**src/rtl/sm_mac_pkg.sv**
```systemverilog
// Shared types, constants and the sign-magnitude conversion helper for the
// sm_mac_pipe multiply/accumulate block.
package sm_mac_pkg;

    localparam int unsigned DEF_IN_DATA_WIDTH = 17;
    localparam int unsigned DEF_COEF_WIDTH    = 17;
    localparam int unsigned DEF_ACC_WIDTH     = 40;
    localparam int unsigned DEF_NUM_TAPS      = 8;
    localparam int unsigned DEF_PIPE_STAGES   = 3;

    localparam int unsigned PROD_WIDTH = DEF_IN_DATA_WIDTH + DEF_COEF_WIDTH - 1;
    localparam int unsigned CNT_WIDTH  = $clog2(DEF_NUM_TAPS + 1);

    // Widest magnitude the conversion helper handles.
    localparam int unsigned SM_MAX_WIDTH = 64;

    localparam logic MODE_PROD = 1'b0;
    localparam logic MODE_ACC  = 1'b1;

    typedef enum logic {
        StIdle,
        StAccum
    } group_state_e;

    // Magnitude is masked to 'width' bits; callers truncate the result to their
    // own two's-complement width. A negative zero comes out as exactly zero.
    function automatic logic [SM_MAX_WIDTH-1:0] sm_to_tc(
        input logic [SM_MAX_WIDTH-1:0] magnitude,
        input logic                    sign,
        input int unsigned             width
    );
        logic [SM_MAX_WIDTH-1:0] mask;
        logic [SM_MAX_WIDTH-1:0] mag;
        mask = (width >= SM_MAX_WIDTH) ? '1 : ((SM_MAX_WIDTH'(1) << width) - SM_MAX_WIDTH'(1));
        mag  = magnitude & mask;
        return sign ? (~mag + SM_MAX_WIDTH'(1)) : mag;
    endfunction

endpackage

```
**src/rtl/sm_mult_pipe.sv**
```systemverilog
// PIPE_STAGES-deep sign-magnitude multiplier: registered inputs, multiply, optional
// delay stages, then negate/extend. A sideband tag rides along with the valid bit.
module sm_mult_pipe
    import sm_mac_pkg::*;
#(
    parameter int unsigned IN_DATA_WIDTH = DEF_IN_DATA_WIDTH,
    parameter int unsigned COEF_WIDTH    = DEF_COEF_WIDTH,
    parameter int unsigned OUT_WIDTH     = PROD_WIDTH + 1,
    parameter int unsigned PIPE_STAGES   = DEF_PIPE_STAGES,
    parameter int unsigned TAG_WIDTH     = CNT_WIDTH + 2
) (
    input  logic                     clk,
    input  logic                     reset,
    input  logic                     i_en,
    input  logic                     i_vld,
    input  logic [IN_DATA_WIDTH-1:0] i_data,
    input  logic [COEF_WIDTH-1:0]    i_coef,
    input  logic [TAG_WIDTH-1:0]     i_tag,
    output logic                     o_vld,
    output logic [OUT_WIDTH-1:0]     o_prod,
    output logic [TAG_WIDTH-1:0]     o_tag
);

    localparam int unsigned ProdWidth = IN_DATA_WIDTH + COEF_WIDTH - 1;

    logic                     r_s1_vld;
    logic [IN_DATA_WIDTH-1:0] r_s1_data;
    logic [COEF_WIDTH-2:0]    r_s1_mag;
    logic                     r_s1_sign;
    logic [TAG_WIDTH-1:0]     r_s1_tag;

    logic [ProdWidth-1:0] w_mult;
    logic                 w_pre_vld;
    logic                 w_pre_sign;
    logic [ProdWidth-1:0] w_pre_mag;
    logic [TAG_WIDTH-1:0] w_pre_tag;

    logic                 r_out_vld;
    logic [OUT_WIDTH-1:0] r_out_prod;
    logic [TAG_WIDTH-1:0] r_out_tag;

    always_ff @(posedge clk) begin
        if (reset) begin
            r_s1_vld  <= 1'b0;
            r_s1_data <= '0;
            r_s1_mag  <= '0;
            r_s1_sign <= 1'b0;
            r_s1_tag  <= '0;
        end else if (i_en) begin
            r_s1_vld  <= i_vld;
            r_s1_data <= i_data;
            r_s1_mag  <= i_coef[COEF_WIDTH-2:0];
            r_s1_sign <= i_coef[COEF_WIDTH-1];
            r_s1_tag  <= i_tag;
        end
    end

    assign w_mult = ProdWidth'(r_s1_data) * ProdWidth'(r_s1_mag);

    generate
        if (PIPE_STAGES == 2) begin : g_no_mid
            assign w_pre_vld  = r_s1_vld;
            assign w_pre_sign = r_s1_sign;
            assign w_pre_mag  = w_mult;
            assign w_pre_tag  = r_s1_tag;
        end else begin : g_mid
            localparam int unsigned MidStages = PIPE_STAGES - 2;
            logic                 r_vld  [MidStages];
            logic                 r_sign [MidStages];
            logic [ProdWidth-1:0] r_mag  [MidStages];
            logic [TAG_WIDTH-1:0] r_tag  [MidStages];

            always_ff @(posedge clk) begin
                if (reset) begin
                    for (int i = 0; i < MidStages; i++) begin
                        r_vld[i]  <= 1'b0;
                        r_sign[i] <= 1'b0;
                        r_mag[i]  <= '0;
                        r_tag[i]  <= '0;
                    end
                end else if (i_en) begin
                    r_vld[0]  <= r_s1_vld;
                    r_sign[0] <= r_s1_sign;
                    r_mag[0]  <= w_mult;
                    r_tag[0]  <= r_s1_tag;
                    for (int i = 1; i < MidStages; i++) begin
                        r_vld[i]  <= r_vld[i-1];
                        r_sign[i] <= r_sign[i-1];
                        r_mag[i]  <= r_mag[i-1];
                        r_tag[i]  <= r_tag[i-1];
                    end
                end
            end

            assign w_pre_vld  = r_vld[MidStages-1];
            assign w_pre_sign = r_sign[MidStages-1];
            assign w_pre_mag  = r_mag[MidStages-1];
            assign w_pre_tag  = r_tag[MidStages-1];
        end
    endgenerate

    always_ff @(posedge clk) begin
        if (reset) begin
            r_out_vld  <= 1'b0;
            r_out_prod <= '0;
            r_out_tag  <= '0;
        end else if (i_en) begin
            r_out_vld  <= w_pre_vld;
            r_out_prod <= OUT_WIDTH'(sm_to_tc(SM_MAX_WIDTH'(w_pre_mag), w_pre_sign, ProdWidth));
            r_out_tag  <= w_pre_tag;
        end
    end

    assign o_vld  = r_out_vld;
    assign o_prod = r_out_prod;
    assign o_tag  = r_out_tag;

endmodule

```
**src/rtl/sm_mac_pipe.sv**
```systemverilog
// Sign-magnitude multiply with optional group accumulation, valid/ready
// handshake with a single global stall, and sticky per-group overflow.
module sm_mac_pipe
    import sm_mac_pkg::*;
#(
    parameter int unsigned IN_DATA_WIDTH = DEF_IN_DATA_WIDTH,
    parameter int unsigned COEF_WIDTH    = DEF_COEF_WIDTH,
    parameter int unsigned ACC_WIDTH     = DEF_ACC_WIDTH,
    parameter int unsigned NUM_TAPS      = DEF_NUM_TAPS,
    parameter int unsigned PIPE_STAGES   = DEF_PIPE_STAGES
) (
    input  logic                           clk,
    input  logic                           reset,
    input  logic                           in_data_vld,
    output logic                           in_ready,
    input  logic [IN_DATA_WIDTH-1:0]       in_data,
    input  logic [COEF_WIDTH-1:0]          coef,
    input  logic                           in_last,
    input  logic                           mode,
    output logic [ACC_WIDTH-1:0]           out_data,
    output logic                           out_data_vld,
    input  logic                           out_ready,
    output logic [$clog2(NUM_TAPS+1)-1:0]  out_count,
    output logic                           out_ovf
);

    localparam int unsigned CntWidth = $clog2(NUM_TAPS + 1);
    localparam int unsigned TagWidth = CntWidth + 2;

    group_state_e        r_state, w_state_d;
    logic                r_mode;
    logic [CntWidth-1:0] r_tap_cnt;

    logic                w_stall, w_accept, w_first, w_mode_eff, w_close;
    logic [CntWidth-1:0] w_beat_cnt;
    logic [TagWidth-1:0] w_tag_in, w_p_tag;

    logic                 w_p_vld, w_p_first, w_p_close;
    logic [CntWidth-1:0]  w_p_cnt;
    logic [ACC_WIDTH-1:0] w_p_prod, w_sum, w_acc_d;
    logic                 w_add_ovf, w_ovf_d, w_load;

    logic [ACC_WIDTH-1:0] r_acc;
    logic                 r_acc_ovf;
    logic [ACC_WIDTH-1:0] r_out_data;
    logic                 r_out_vld;
    logic [CntWidth-1:0]  r_out_cnt;
    logic                 r_out_ovf;

    assign w_stall  = r_out_vld && !out_ready;
    assign in_ready = !w_stall;
    assign w_accept = in_data_vld && in_ready;

    // Group bookkeeping happens at the input so each beat carries its own
    // first/close/count flags down the product pipeline.
    always_comb begin
        w_first    = (r_state == StIdle);
        w_mode_eff = w_first ? mode : r_mode;
        w_beat_cnt = w_first ? CntWidth'(1) : r_tap_cnt + CntWidth'(1);
        w_close    = (w_mode_eff == MODE_PROD) || in_last
                     || (w_beat_cnt == CntWidth'(NUM_TAPS));
        w_state_d  = r_state;
        if (w_accept) begin
            w_state_d = w_close ? StIdle : StAccum;
        end
    end

    always_ff @(posedge clk) begin
        if (reset) begin
            r_state   <= StIdle;
            r_mode    <= MODE_PROD;
            r_tap_cnt <= '0;
        end else begin
            r_state <= w_state_d;
            if (w_accept) begin
                if (w_first) begin
                    r_mode <= mode;
                end
                r_tap_cnt <= w_close ? '0 : w_beat_cnt;
            end
        end
    end

    assign w_tag_in = {w_first, w_close, w_beat_cnt};

    sm_mult_pipe #(
        .IN_DATA_WIDTH (IN_DATA_WIDTH),
        .COEF_WIDTH    (COEF_WIDTH),
        .OUT_WIDTH     (ACC_WIDTH),
        .PIPE_STAGES   (PIPE_STAGES),
        .TAG_WIDTH     (TagWidth)
    ) u_mult (
        .clk    (clk),
        .reset  (reset),
        .i_en   (!w_stall),
        .i_vld  (w_accept),
        .i_data (in_data),
        .i_coef (coef),
        .i_tag  (w_tag_in),
        .o_vld  (w_p_vld),
        .o_prod (w_p_prod),
        .o_tag  (w_p_tag)
    );

    assign {w_p_first, w_p_close, w_p_cnt} = w_p_tag;

    always_comb begin
        w_sum     = r_acc + w_p_prod;
        w_add_ovf = (r_acc[ACC_WIDTH-1] == w_p_prod[ACC_WIDTH-1])
                    && (w_sum[ACC_WIDTH-1] != r_acc[ACC_WIDTH-1]);
        w_acc_d   = w_p_first ? w_p_prod : w_sum;
        w_ovf_d   = w_p_first ? 1'b0 : (r_acc_ovf || w_add_ovf);
        w_load    = w_p_vld && !w_stall && w_p_close;
    end

    always_ff @(posedge clk) begin
        if (reset) begin
            r_acc      <= '0;
            r_acc_ovf  <= 1'b0;
            r_out_data <= '0;
            r_out_vld  <= 1'b0;
            r_out_cnt  <= '0;
            r_out_ovf  <= 1'b0;
        end else begin
            if (w_p_vld && !w_stall) begin
                r_acc     <= w_acc_d;
                r_acc_ovf <= w_ovf_d;
            end
            if (w_load) begin
                r_out_data <= w_acc_d;
                r_out_cnt  <= w_p_cnt;
                r_out_ovf  <= w_ovf_d;
                r_out_vld  <= 1'b1;
            end else if (out_ready) begin
                r_out_vld <= 1'b0;
            end
        end
    end

    assign out_data     = r_out_data;
    assign out_data_vld = r_out_vld;
    assign out_count    = r_out_cnt;
    assign out_ovf      = r_out_ovf;

endmodule

```
**config.mk**
```make
export PLATFORM = sky130hd
export DESIGN_NAME = sm_mac_pipe
export DESIGN_NICKNAME = d
export VERILOG_FILES = /design/src/rtl/sm_mac_pkg.sv /design/src/rtl/sm_mult_pipe.sv /design/src/rtl/sm_mac_pipe.sv
export SDC_FILE = /design/constraint.sdc
export NUM_CORES = 1
export LEC_CHECK = 0
export BUFFER_PORTS_ARGS = -buffer_cell sky130_fd_sc_hd__buf_4
export CAP_MARGIN = 10
export CELL_PAD_IN_SITES_DETAIL_PLACEMENT = 1
export CELL_PAD_IN_SITES_GLOBAL_PLACEMENT = 2
export CORE_ASPECT_RATIO = 1.2
export CORE_MARGIN = 2
export CORE_UTILIZATION = 43
export CTS_CLUSTER_DIAMETER = 200
export CTS_CLUSTER_SIZE = 8
export DETAILED_ROUTE_END_ITERATION = 6
export PLACE_DENSITY = 0.89
export SYNTH_ARGS = -nofsm -noshare
export SYNTH_HDL_FRONTEND = slang
export SYNTH_SLANG_ARGS = --single-unit
```
**constraint.sdc**
```tcl
create_clock -name clk -period 14.9 [get_ports clk]
set_input_delay 2.98 -clock clk [delete_from_list [all_inputs] [get_ports clk]]
set_output_delay 2.98 -clock clk [all_outputs]
set_load 0.02 [all_outputs]
```
Word level (Yosys, flattened, before mapping)
Memory sizes are Yosys's and may differ from the RTL's. A register that Yosys moved wholly into a read port is not among the register bits.
Index checks and enable logic that the tools add are counted.
{"block": "word_totals", "word_cells": 68, "out_inout_bits": 47, "inputBits": 40, "ram_bits": 41, "n_memories": 4, "ff_bits": 174}
{"block": "op_classes", "n_bitwise": 3, "mul": 1, "n_mux": 22, "n_reduce_logical": 17, "add_sub_neg": 3, "eq_ne": 3}
{"name": "u_mult.g_mid.r_mag", "words": 1, "word_bits": 33, "read_ports": 1, "rd_clocked_by_memory_dff": 0, "wr": 1, "line": "sm_mult_pipe.sv:70", "text": "logic [ProdWidth-1:0] r_mag [MidStages];"}
{"name": "u_mult.g_mid.r_tag", "words": 1, "word_bits": 6, "read_ports": 1, "rd_clocked_by_memory_dff": 1, "wr": 1, "line": "sm_mult_pipe.sv:71", "text": "logic [TAG_WIDTH-1:0] r_tag [MidStages];"}
{"name": "u_mult.g_mid.r_sign", "words": 1, "word_bits": 1, "read_ports": 1, "rd_clocked_by_memory_dff": 0, "wr": 1, "line": "sm_mult_pipe.sv:69", "text": "logic r_sign [MidStages];"}
{"name": "u_mult.g_mid.r_vld", "words": 1, "word_bits": 1, "read_ports": 1, "rd_clocked_by_memory_dff": 1, "wr": 1, "line": "sm_mult_pipe.sv:68", "text": "logic r_vld [MidStages];"}
{"cell": "$mux 40", "count": 2}
{"cell": "$add 40x1->40 const B", "count": 1}
{"cell": "$add 40x40->40", "count": 1}
{"cell": "$not 33->40", "count": 1}
{"cell": "$mul 17x16->33", "count": 1}
{"cell": "$mux 33", "count": 1}
{"cell": "$reduce_or 33->1", "count": 1}
{"cell": "$mux 1", "count": 16}
{"cell": "$mux 4", "count": 2}
{"cell": "$mux 6", "count": 1}
{"cell": "$reduce_or 6->1", "count": 1}
{"cell": "$logic_and 1x1->1", "count": 5}
{"cell": "$add 4x1->4 const B", "count": 1}
{"cell": "$eq 4x4->1 const B", "count": 1}
{"cell": "$logic_not 1->1", "count": 4}
{"cell": "$logic_or 1x1->1", "count": 3}
{"cell": "$not 1->1", "count": 2}
{"cell": "$reduce_bool 2->1", "count": 1}
{"cell": "$reduce_or 1->1", "count": 2}
{"cell": "$eq 1x1->1", "count": 1}
{"cell": "$ne 1x1->1", "count": 1}

Logic depth before layout (Yosys ltp)
{"block": "depth", "depth_word": 7, "mapped_depth": 24, "depth_no_buf": 23}

Modules after synthesis
A second synthesis with hierarchy kept.
{"block": "unflattened", "hier_cells": 2303, "hier_area_um2": 20168.1}
{"module": "sm_mult_pipe", "area_per_inst_um2": 14161.1, "instances": 1, "cells_each": 1515, "seq_area_each_um2": 2992.9}
{"module": "sm_mac_pipe", "area_per_inst_um2": 6007.0, "instances": 1, "cells_each": 788, "seq_area_each_um2": 1861.8}

Worst setup path after synthesis
Ideal clock, no wire load.
{"block": "synth_path", "path_type": "input to output", "from": "input out_ready", "to": "output in_ready", "stages": 4, "arrival_time_ps": 3838, "path_buffers": 2, "t_required_ps": 11920, "path_slack_ps": 8082, "path_cell_list": "nor2b_1 inv_1 clkbuf_1 clkbuf_1"}
{"block": "synth_via", "elab_chain_cells": 3}
{"item": "start: declaration", "line": "sm_mac_pipe.sv:22", "text": "input logic out_ready,"}
{"item": "$logic_not 1->1", "line": "sm_mac_pipe.sv:50", "text": "assign w_stall = r_out_vld && !out_ready;"}
{"item": "$logic_and 1x1->1", "line": "sm_mac_pipe.sv:50"}
{"item": "$logic_not 1->1", "line": "sm_mac_pipe.sv:51", "text": "assign in_ready = !w_stall;"}
{"item": "end: declaration", "line": "sm_mac_pipe.sv:15", "text": "output logic in_ready,"}
No other way between the ends.

Worst setup path in the final report
Same ends and word-level chain as after synthesis.

==> impl_metrics.ini <==
[yosys]
avgSynthCellArea_sq_um = 8.55
syn_inst = 2297
seq_area_frac_synth_pct = 24.7
yosysTopAreaCellShare_pct = 21.3
yosys_warnings = 0
yosys.area.top_type = fa_1
synth_flop_cell = dfxtp_1
syn_area_sq_um = 19600
synth_area_leaders = fa_1, dfxtp_1, ha_1
syn_nets = 2692
ys_ff_latch = 222
synth_cell_type_count = 66
async_flop_share_pct = 0
synth-edff-count = 41

[floorplanning]
io_pins = 87
core_sq_um = 45000
die_h_microns = 238
die_area_sq_um = 47400
die_x_microns = 199
row_count = 85
initial_core_util_pct = 43.6

[global_route]
antenna_found_initial = 1
grt-ovfl-total = 0
grt_pass1_vias = 17400
grt_pass1_wl_mm = 90.4
grt_max_degree = 95
grt_use_total_pct = 24.1

[hold_path]
hp-start = u_mult.r_s1_tag[1]
holdPathEnd = u_mult.r_s1_tag[1]
worstHoldPathType = reg -> reg
whs_path_depth = 2

[cts]
cts_tree = yes
numCtsBuffers = 31
postCtsSetupBuffers = 0
clock_sinks = 222
post_cts_resized = 0
path_clk_slew_ns = 0.05
insertion_delay_ns = 0.57
post_cts_hold_buffer_count = 0
cts_max_level = 1
clockRootBuffer = clkbuf_16
clockBufferDepth = 3

[setup_path]
crit_fanout = 50
end_kind = primary output
critical_path_required_ns = 11.92
cp-start-kind = input pin
r2r-end = u_mult.g_mid.r_mag[0][31]
cp.arrival_ns = 4.33
ff2ff_setup_slack_ns = 7.73
r2r_start = u_mult.r_s1_data[8]
r2r_cells = 19
criticalPathCategory = in -> out

[final_layout]
num_antenna_cells = 0
areaGrowthSynthToFinish_pct = 9.71
final_nets = 2704
drive_gt1_share_pct = 6.42
fillerInstances = 5320
finalCoreUtilization_pct = 47.9

[place]
gp_congestion = 0.849
hpwl_mm = 42.2
portBuffers = 86

[power_and_ir_drop]
ir_drop_mv = 0.109
total_leakage_power_nw = 9.87
pwr_density_cell_nw_per_um2 = 92.7

[outcome]
status = complete, no violations

[timing]
finalSetupTns_ns = 0
max_freq_ghz = 0.137
tightest_slew_ns = 1.17
finalClockSkew_ns = 0.0232
period_needed_ns = 7.31
setup_viol = 0
fin_crit_sh_pct = 49.0
drv_slew = 0
relSlewSlack_pct = 21.7
rsz0062_at_grt = false
final-hold-violation-count = 0

[routing]
num_vias = 16100
drt_wl_total_mm = 55.9
first_pass_iters = 5
wl_per_cell_microns = 19.1
detail-route-antenna-nets = 0
viasPerCell = 5.49
drt_iter0_drc = 618
drc = 0

[job]
drv_cap = 0
## metal layers
layer,GRT usage [%],vias up,routed length [microns]
li1,-,7580,-
met1,26.4,8093,21600
met5,0,-,0
met3,2.33,134,1480
met2,46.9,279,30800
met4,9.38,0,2010
## sequential cells by signal, summed over array words and instances, names as in the netlist, 4 cells and up
| name | flops |
|---|---|
| u_mult.g_mid.r_mag | 33 |
| u_mult.o_prod | 40 |
| u_mult.r_s1_mag | 16 |
| u_mult.o_tag | 6 |
| u_mult.r_s1_tag | 6 |
| u_mult.r_s1_data | 17 |
| r_tap_cnt | 4 |
| out_data | 40 |
| out_count | 4 |
| u_mult.g_mid.r_tag | 6 |
| r_acc | 40 |
## synthesized netlist by cell type (19+ instances only)
cell type	instances
xnor2_1	28
a21oi_1	141
and2_1	136
a211oi_1	77
nand2_1	340
a21o_1	42
ha_1	146
fa_1	209
clkbuf_1	111
o21ai_0	72
dfxtp_1	181
nor2_1	204
inv_1	248
edfxtp_1	41
nor3_1	52
nand3_1	19
xor2_1	57
## how the worst max path moves through the flow
stage / start / to / slack (ns) / cells past startpoint
final: out_ready / in_ready / 7.59 / 5
after global routing: u_mult.r_s1_data[8] / u_mult.g_mid.r_mag[0][31] / 7.33 / 19
after CTS: out_ready / in_ready / 7.57 / 5
after detailed placement: out_ready / in_ready / 7.57 / 5
after global placement: out_ready / in_ready / 7.60 / 5
after floorplan: out_ready / in_ready / 8.08 / 4
## metrics by stage
step / setup WS, ns / hold slack, ns / cells / power, mW / instance area [sq um]
6_report: 7.59 / 0.450 / 2930 / 2.00 / 21500
5_1_grt: 7.33 / 0.476 / 2930 / 2.12 / 21500
4_1_cts: 7.57 / 0.454 / 2930 / 2.02 / 21500
3_5_place_dp: 7.57 / 0.448 / 2885 / 1.37 / 20700
3_3_place_gp: 7.60 / 0.434 / 2885 / 1.35 / 20700
2_1_floorplan: 8.08 / 0.427 / 2297 / 1.16 / 19600
## where the power goes
group / leakage, nW / switching, mW / internal [mW]
clock: 0.405 / 0.262 / 0.379
sequential: 1.97 / 0.0746 / 0.667
combinational: 7.50 / 0.364 / 0.249
total: 9.87 / 0.701 / 1.30
## cell families (layout without fill, tap and decap cells)
group	after synthesis	in the layout	share of synthesized area (%)
XOR/XNOR	85	85	3.79
AND/OR/NAND/NOR	820	820	18.9
flip-flops	222	222	24.7
AO/OA/AOI/OAI	434	434	14.2
buffers and inverters	367	391	7.02
adder cells (fa/ha/maj)	355	355	30.6
multiplexers	14	14	0.720
## layout by cell type, fill, tap and decap left out, drive strengths merged, types with 5 or more instances in the layout
master   Yosys  routed
o21bai       9       9
inv        248     248
mux2i       13      13
nor2       204     204
o21a         9       9
o41ai        6       6
clkbuf     111      45
xnor2       28      28
xor2        57      57
and3         9       9
ha         146     146
or2          7       7
o31ai       11      11
nor2b        5       5
fa         209     209
dfxtp      181     181
a21o        42      42
and2       136     136
a311oi      11      11
a31oi        9       9
a211oi      77      77
or3         10      10
a2111oi      6       6
o21ai       76      76
a21oi      141     141
buf          8      98
nand2b      16      16
nor3        52      52
edfxtp      41      41
nand2      340     340
nand3       19      19
nand4        9       9
## cell type report
cell class	count	area (sq um)	area share (%)
inverters	248	933	4.33
well taps	609	762	3.54
multi-input cells	1708	13400	62.3
repair buffers	98	739	3.43
clock buffers	45	838	3.89
flip-flops and latches	222	4860	22.5
## critical path, stage by stage
cell and delay (ns):
buf_4 0.12, nor2b_4 0.10, buf_4 0.49, inv_4 0.33, buf_4 0.28
(Power assumes the default switching activity.)
